### src/rtl/stack_arbiter.sv
// stack_arbiter
//   Shares one registered-output hardware LIFO between the core (port 0) and
//   the interrupt unit (port 1). Grants at most one request per cycle with
//   round-robin tie breaking. It tracks occupancy so the stack is never pushed
//   when full or popped when empty. Pops are sequenced through a response
//   cycle (RESP) because the stack presents popped data one edge later. The
//   block keeps sticky overflow/underflow flags and can flush the stack.
//
// Ports
//   clk, reset                 clock, synchronous active-high reset
//   reqN_valid/pop/data/ready  request channel per port (pop=0 push, pop=1 pop)
//   rspN_valid/data/err        one-cycle pop response per port (err = underflow)
//   flush                      empty the stack (highest priority)
//   clr_err                    clear sticky error flags
//   stk_reset/push/pop/data    controls to the stack
//   stk_out                    registered stack output
//   count, full, empty         occupancy status
//   err_overflow/underflow     sticky error flags
module stack_arbiter #(
  parameter int WIDTH = 16,
  parameter int DEPTH = 256,
  parameter int CNT_W = 9
) (
  input  logic             clk,
  input  logic             reset,
  input  logic             req0_valid,
  input  logic             req0_pop,
  input  logic [WIDTH-1:0] req0_data,
  output logic             req0_ready,
  input  logic             req1_valid,
  input  logic             req1_pop,
  input  logic [WIDTH-1:0] req1_data,
  output logic             req1_ready,
  output logic             rsp0_valid,
  output logic [WIDTH-1:0] rsp0_data,
  output logic             rsp0_err,
  output logic             rsp1_valid,
  output logic [WIDTH-1:0] rsp1_data,
  output logic             rsp1_err,
  input  logic             flush,
  input  logic             clr_err,
  output logic             stk_reset,
  output logic             stk_push,
  output logic             stk_pop,
  output logic [WIDTH-1:0] stk_data,
  input  logic [WIDTH-1:0] stk_out,
  output logic [CNT_W-1:0] count,
  output logic             full,
  output logic             empty,
  output logic             err_overflow,
  output logic             err_underflow
);

  typedef enum logic [0:0] {
    IDLE = 1'b0,
    RESP = 1'b1
  } state_t;

  localparam logic [CNT_W-1:0] DEPTH_C = CNT_W'(DEPTH);
  localparam logic [CNT_W-1:0] ONE_C   = {{(CNT_W-1){1'b0}}, 1'b1};

  state_t           state_r;
  state_t           state_nxt_s;
  logic [CNT_W-1:0] count_r;
  logic             prio_r;       // port that wins when both are valid
  logic             resp_port_r;  // requester owed the pending response
  logic             resp_uf_r;    // pending response is an underflow
  logic             ovf_r;
  logic             udf_r;

  logic             grant_s;
  logic             grant_port_s;
  logic             sel_pop_s;
  logic [WIDTH-1:0] sel_data_s;
  logic             full_s;
  logic             empty_s;
  logic             push_ok_s;
  logic             pop_ok_s;
  logic             ovf_evt_s;
  logic             udf_evt_s;
  logic             resp_act_s;

  assign full_s  = (count_r == DEPTH_C);
  assign empty_s = (count_r == {CNT_W{1'b0}});

  // Arbitration: pick one valid requester in IDLE unless reset/flush blocks it.
  always_comb begin
    grant_s      = 1'b0;
    grant_port_s = 1'b0;
    if ((state_r == IDLE) && !reset && !flush) begin
      if (req0_valid && req1_valid) begin
        grant_s      = 1'b1;
        grant_port_s = prio_r;
      end else if (req0_valid) begin
        grant_s      = 1'b1;
        grant_port_s = 1'b0;
      end else if (req1_valid) begin
        grant_s      = 1'b1;
        grant_port_s = 1'b1;
      end else begin
        grant_s      = 1'b0;
        grant_port_s = 1'b0;
      end
    end else begin
      grant_s      = 1'b0;
      grant_port_s = 1'b0;
    end
  end

  // Request mux and classification of the granted operation.
  always_comb begin
    sel_pop_s  = 1'b0;
    sel_data_s = {WIDTH{1'b0}};
    if (grant_port_s) begin
      sel_pop_s  = req1_pop;
      sel_data_s = req1_data;
    end else begin
      sel_pop_s  = req0_pop;
      sel_data_s = req0_data;
    end
    push_ok_s = grant_s && !sel_pop_s && !full_s;
    ovf_evt_s = grant_s && !sel_pop_s && full_s;
    pop_ok_s  = grant_s && sel_pop_s && !empty_s;
    udf_evt_s = grant_s && sel_pop_s && empty_s;
  end

  // Next-state: any accepted pop (good or underflow) spends one cycle in RESP.
  always_comb begin
    state_nxt_s = state_r;
    case (state_r)
      IDLE: begin
        if (grant_s && sel_pop_s) begin
          state_nxt_s = RESP;
        end else begin
          state_nxt_s = IDLE;
        end
      end
      RESP:    state_nxt_s = IDLE;
      default: state_nxt_s = IDLE;
    endcase
  end

  // Output decode. Reset suppresses a response still pending in RESP.
  always_comb begin
    resp_act_s    = (state_r == RESP) && !reset;
    req0_ready    = grant_s && !grant_port_s;
    req1_ready    = grant_s && grant_port_s;
    stk_reset     = reset || flush;
    stk_push      = push_ok_s;
    stk_pop       = pop_ok_s;
    stk_data      = push_ok_s ? sel_data_s : {WIDTH{1'b0}};
    rsp0_valid    = resp_act_s && !resp_port_r;
    rsp1_valid    = resp_act_s && resp_port_r;
    rsp0_err      = rsp0_valid && resp_uf_r;
    rsp1_err      = rsp1_valid && resp_uf_r;
    rsp0_data     = (rsp0_valid && !resp_uf_r) ? stk_out : {WIDTH{1'b0}};
    rsp1_data     = (rsp1_valid && !resp_uf_r) ? stk_out : {WIDTH{1'b0}};
    count         = count_r;
    full          = full_s;
    empty         = empty_s;
    err_overflow  = ovf_r;
    err_underflow = udf_r;
  end

  // State, occupancy, round-robin pointer, response record and sticky flags.
  always_ff @(posedge clk) begin
    if (reset) begin
      state_r     <= IDLE;
      count_r     <= {CNT_W{1'b0}};
      prio_r      <= 1'b0;
      resp_port_r <= 1'b0;
      resp_uf_r   <= 1'b0;
      ovf_r       <= 1'b0;
      udf_r       <= 1'b0;
    end else begin
      state_r <= state_nxt_s;

      if (flush) begin
        count_r <= {CNT_W{1'b0}};
      end else if (push_ok_s) begin
        count_r <= count_r + ONE_C;
      end else if (pop_ok_s) begin
        count_r <= count_r - ONE_C;
      end else begin
        count_r <= count_r;
      end

      // Errored requests still count as grants for fairness.
      if (grant_s) begin
        prio_r <= !grant_port_s;
      end else begin
        prio_r <= prio_r;
      end

      if (grant_s && sel_pop_s) begin
        resp_port_r <= grant_port_s;
        resp_uf_r   <= empty_s;
      end else begin
        resp_port_r <= resp_port_r;
        resp_uf_r   <= resp_uf_r;
      end

      // A new error in the same cycle as clr_err keeps the flag set.
      if (ovf_evt_s) begin
        ovf_r <= 1'b1;
      end else if (clr_err) begin
        ovf_r <= 1'b0;
      end else begin
        ovf_r <= ovf_r;
      end

      if (udf_evt_s) begin
        udf_r <= 1'b1;
      end else if (clr_err) begin
        udf_r <= 1'b0;
      end else begin
        udf_r <= udf_r;
      end
    end
  end

endmodule

### config.mk
export PLATFORM = sky130hd
export DESIGN_NAME = stack_arbiter
export DESIGN_NICKNAME = d
export VERILOG_FILES = /design/src/rtl/stack_arbiter.sv
export SDC_FILE = /design/constraint.sdc
export NUM_CORES = 1
export LEC_CHECK = 0
export CELL_PAD_IN_SITES_DETAIL_PLACEMENT = 0
export CELL_PAD_IN_SITES_GLOBAL_PLACEMENT = 1
export CORE_UTILIZATION = 23
export DETAILED_ROUTE_END_ITERATION = 6
export PLACE_DENSITY_LB_ADDON = 0.1
export SYNTH_ARGS = -nofsm -noshare
export SYNTH_HDL_FRONTEND = slang
export SYNTH_SLANG_ARGS = --single-unit
### constraint.sdc
create_clock -name clk -period 6.9 [get_ports clk]
set_input_delay 0.69 -clock clk [delete_from_list [all_inputs] [get_ports clk]]
set_output_delay 0.69 -clock clk [all_outputs]
set_load 0.02 [all_outputs]
## Word level (Yosys, flattened, before mapping)

Cells that the tools add are included.

| storage, ports and cells | value |
|---|---|
| register bits | 15 |
| output and inout bits | 70 |
| input bits | 56 |
| word-level logic and storage cells | 62 |

| cells by class | value |
|---|---|
| add/sub/neg operators | 2 |
| mux-type cells | 19 |
| bitwise operators | 1 |
| reductions and logical operators | 32 |
| equal/unequal tests | 1 |

Operators by type and width:

| kind | number |
|---|---|
| 16-bit 2-to-1 mux | 4 |
| 1-bit logical AND | 18 |
| 9-bit 2-to-1 mux | 2 |
| 1-bit 2-to-1 mux | 12 |
| 9-bit by 1-bit adder with 9-bit output, second input constant | 1 |
| 9-bit equality test, second input constant | 1 |
| 9-bit logical NOT | 1 |
| 9-bit by 1-bit subtractor with 9-bit output, second input constant | 1 |
| 1-bit logical NOT | 8 |
| 2-bit nonzero test | 3 |
| 1-bit case mux with 2 select lines | 1 |
| 2-bit OR reduction | 1 |
| 1-bit logical OR | 1 |
| 1-bit NOT | 1 |

## Depth between registers and ports, before layout

| logic depth | value |
|---|---|
| depth after elaboration | 9 |
| depth in mapped cells | 15 |
| depth with buffers taken out | 12 |

## Least setup slack after synthesis

OpenSTA, ideal clock, no wires.

| timing | value |
|---|---|
| kind | in2reg |
| start | input reset |
| end | register count_r[8], in the netlist count[8] |
| buffers on the path | 3 |
| stages | 14 |
| library setup time | 0.140 ns |
| data arrival time | 3.467 ns |
| setup slack | 3.293 ns |
| data required time | 6.760 ns |
| cells stage by stage | buf_6 or2_4 o41ai_4 and2_1 buf_4 nand3_4 buf_6 ha_1 o211ai_1 a21oi_1 o41ai_1 a21oi_1 a211oi_1 o32ai_1 |

| on the way | value |
|---|---|
| cells in the longest elaborated chain, start to end | 9 |
| elaborated cells on any way between the ends | 14 |
| classes of those cells | mux (4); reduce/logical (10) |

Ends and longest elaborated chain:

| item | line | text |
|---|---|---|
| start, declared | 25 | `input logic reset,` |
| 1-bit logical NOT | 90 | `if ((state_r == IDLE) && !reset && !flush) begin` |
| 1-bit logical AND (2 in series) | 90 |  |
| 1-bit 2-to-1 mux | 90 |  |
| 1-bit 2-to-1 mux | 114 | `if (grant_port_s) begin` |
| 1-bit logical NOT | 121 | `push_ok_s = grant_s && !sel_pop_s && !full_s;` |
| 1-bit logical AND (2 in series) | 121 |  |
| 9-bit 2-to-1 mux or 2-bit nonzero test (tied branches) | n/a |  |
| end signal, assigned | 179 | `count_r <= {CNT_W{1'b0}};` |
| end signal, assigned | 181 | `count_r <= count_r + ONE_C;` |
| end signal, assigned | 183 | `count_r <= count_r - ONE_C;` |
| end, declared | 64 | `logic [CNT_W-1:0] count_r;` |

Parallel ways exist; a longest one is shown, timed or not.
A chain may end at the register's enable or synchronous reset.

## Final worst setup path

Same ends and word-level chain as after synthesis.

==> results.py <==
metrics = {
    "status": {
        "status": "finished with violations",
        "violations": "DRC",
    },
    "clock_network": {
        "path_clk_slew_ns": 0.06,
        "htreeDepth": 1,
        "cts.sinks": 15,
        "hold_buffers": 0,
        "cts-resized-gates": 0,
        "cts_buffers": 3,
        "cts_setup_buffers": 0,
        "cts_buffer_depth": 2,
        "cts-root-buf": "clkbuf_8",
        "cts_tree": "built",
        "clk_latency_ns": 0.25,
    },
    "worst_setup_path": {
        "startpoint_type": "primary input",
        "worstPathMaxFanout": 24,
        "timing.rr.start": "state_r",
        "critPathCaptureType": "register",
        "worst_r2r_endpoint": "count[8]",
        "r2r_cells": 10,
        "ff2ff_setup_slack_ns": 3.47,
        "cp.required_ns": 7.03,
        "arrival_ns": 4.50,
        "crit_type": "in -> reg",
    },
    "layout": {
        "n_antenna_cell": 0,
        "drive_gt1_frac": 0.06158,
        "syn_to_final_growth_pct": 85.03,
        "num-nets-final": 406,
    },
    "synth": {
        "synth_area_leaders": "dfxtp_1, and2_1, nand2_1",
        "ys_types": 41,
        "synth_fp_nets": 286,
        "yosys_warnings": 0,
        "synth_common_cells": "nand2_1, and2_1, a21oi_1",
        "ys_ff_latch": 15,
        "synthCells": 222,
        "synth.yosys.seq_area_share": 0.1911,
        "synth-edff-count": 0,
        "synth_top_area_frac": 0.1911,
        "synth_top_cell_by_area": "dfxtp_1",
        "synthArstFlopShare": 0,
        "synth.avg_cell_area_um2": 7.079,
        "syn_area_mm2": 0.001572,
        "ys.flop_type": "dfxtp_1",
        "synth_most_common_cell": "nand2_1",
    },
    "timing": {
        "setup_ws_ns": 2.532,
        "finalSetupViolCount": 0,
        "fin_crit_sh": 0.6331,
        "fin_skew_ns": 0.003353,
        "tightest_slew_ns": 0.8468,
        "rsz0062_at_grt": "no",
        "finalCriticalPeriod_ns": 4.368,
        "finalHoldViolCount": 0,
        "drv_slew": 0,
        "finalSetupTns_ns": 0,
        "max_freq_mhz": 228.9,
        "slew_headroom": 0.4343,
    },
    "drt": {
        "wl_met1_um": 2608,
        "drtAntennaViolNets": 0,
        "viasPerCell": 4.543,
        "wl_per_cell_um": 13.39,
        "drc": 9,
        "routed.top_layer": "met4",
        "dr_total_vias": 1899,
        "detail_route.iter0.violations": 57,
        "wl_met2_um": 2705,
        "dr.pass1.iters": 6,
        "met3WireLength_um": 268,
        "wl_um": 5599,
    },
    "floorplanning": {
        "dieWidth_um": 84.66,
        "rows": 29,
        "dieArea_mm2": 0.007167,
        "core_area_mm2": 0.006459,
        "ios": 126,
        "start_util": 0.2433,
        "chipHeight_um": 84.66,
    },
    "place": {
        "detailed_place_hpwl_um": 4433,
        "place_congestion": 0.7949,
        "io_buffers": 125,
        "pre_cts_ws_ns": 2.243,
    },
    "worst_hold_path": {
        "holdPathEnd": "err_underflow",
        "min-delay-start": "err_underflow",
        "hold_path.class": "reg -> reg",
        "hold_depth": 2,
    },
    "global_routing": {
        "grt_max_degree": 25,
        "grt_pass1_vias": 1668,
        "grt-ovfl-total": 0,
        "grtUsageTotal": 0.1531,
        "antenna_found_initial": 0,
        "grt_pass1_wl_um": 8901,
    },
    "flow_run": {
        "cap_violations": 0,
    },
    "power_and_ir_drop": {
        "ir_drop_mv": 0.06870,
        "p_per_area_mw_per_mm2": 100.7,
        "power_leakage_nw": 1.096,
    },
}
## worst max-delay path by stage
stage | start | end | cells after the start
3_3_place_gp | reset | count[8] | 12
6_report | reset | count[8] | 12
3_5_place_dp | reset | count[8] | 12
4_1_cts | reset | count[8] | 12
5_1_grt | reset | count[8] | 12
2_1_floorplan | reset | count[8] | 14
## placed cells by master, fill, tap and decap left out, drive strengths merged
master           n
clkdlybuf4s50  125
nand2           39
a21oi           38
and2            36
dfxtp           15
o21ai           10
nor2             9
nand2b           7
ha               7
nand3            7
inv              6
nor3             5
nand4            4
a21o             4
clkbuf           4
nor2b            3
xnor2            3
nor4             2
or3              2
o41ai            2
or2              1
and3b            1
nor3b            1
clkinv           1
and3             1
o21a             1
o211ai           1
a211oi           1
mux2i            1
o32ai            1
xor2             1
a311oi           1
fa               1
## worst max-delay path: stages
cell and delay (ns):
clkdlybuf4s50_1 0.54, or2_4 0.38, o41ai_4 0.35, and2_1 0.39, nand3_4 0.35, ha_1 0.49, o211ai_1 0.19, a21oi_1 0.08
o41ai_1 0.60, a21oi_1 0.08, a211oi_1 0.24, o32ai_1 0.10
## stage by stage
stage                 util  area [um2]  cells  power, mW  hold WS, ns
floorplan                -        1572    222     0.1621       0.4718
global placement    0.4432        2863    414     0.2222       0.4778
detailed placement  0.4432        2863    414     0.2224       0.4712
CTS                 0.4502        2908    418     0.2982       0.4824
global route        0.4502        2908    418     0.3119       0.5010
finish              0.4502        2908    418     0.2929       0.4735
## report_power, final
group	switching, mW	total, mW	internal, mW
Clock	0.0320	0.0729	0.0409
Combinational	0.0619	0.127	0.0652
Sequential	0.00346	0.0930	0.0895
## routing by layer
layer | global-route usage | up-vias
met4 | 0.01849 | 0
met3 | 0.03245 | 2
li1 | - | 1008
met2 | 0.2624 | 46
met5 | 0 | -
met1 | 0.2032 | 843
## area by class of cell
cell class / count / area (um2)
inverters: 7 / 26.28
multi-input cells: 190 / 1189
clock buffers: 4 / 45.04
well taps: 77 / 96.34
flip-flops and latches: 15 / 300.3
repair buffers: 125 / 1251
fillers: 661 / 3551
## cell families (layout without fill, tap and decap cells)
logic type               Yosys count  after routing  synth area share
multiplexers                       1              1          0.006370
buffers and inverters             17            136           0.05255
AND/OR/NAND/NOR                  118            118            0.4029
adder cells (fa/ha/maj)            8              8           0.06847
flip-flops                        15             15            0.1911
XOR/XNOR                           4              4           0.02230
AO/OA/AOI/OAI                     59             59            0.2564
## flip-flops by register name, indices dropped and copies added (netlist names)
name and cells:
resp_uf_r 1, resp_port_r 1, state_r 1, count 9, err_underflow 1, prio_r 1, err_overflow 1
No activity file was read; power rests on OpenSTA's default activity.
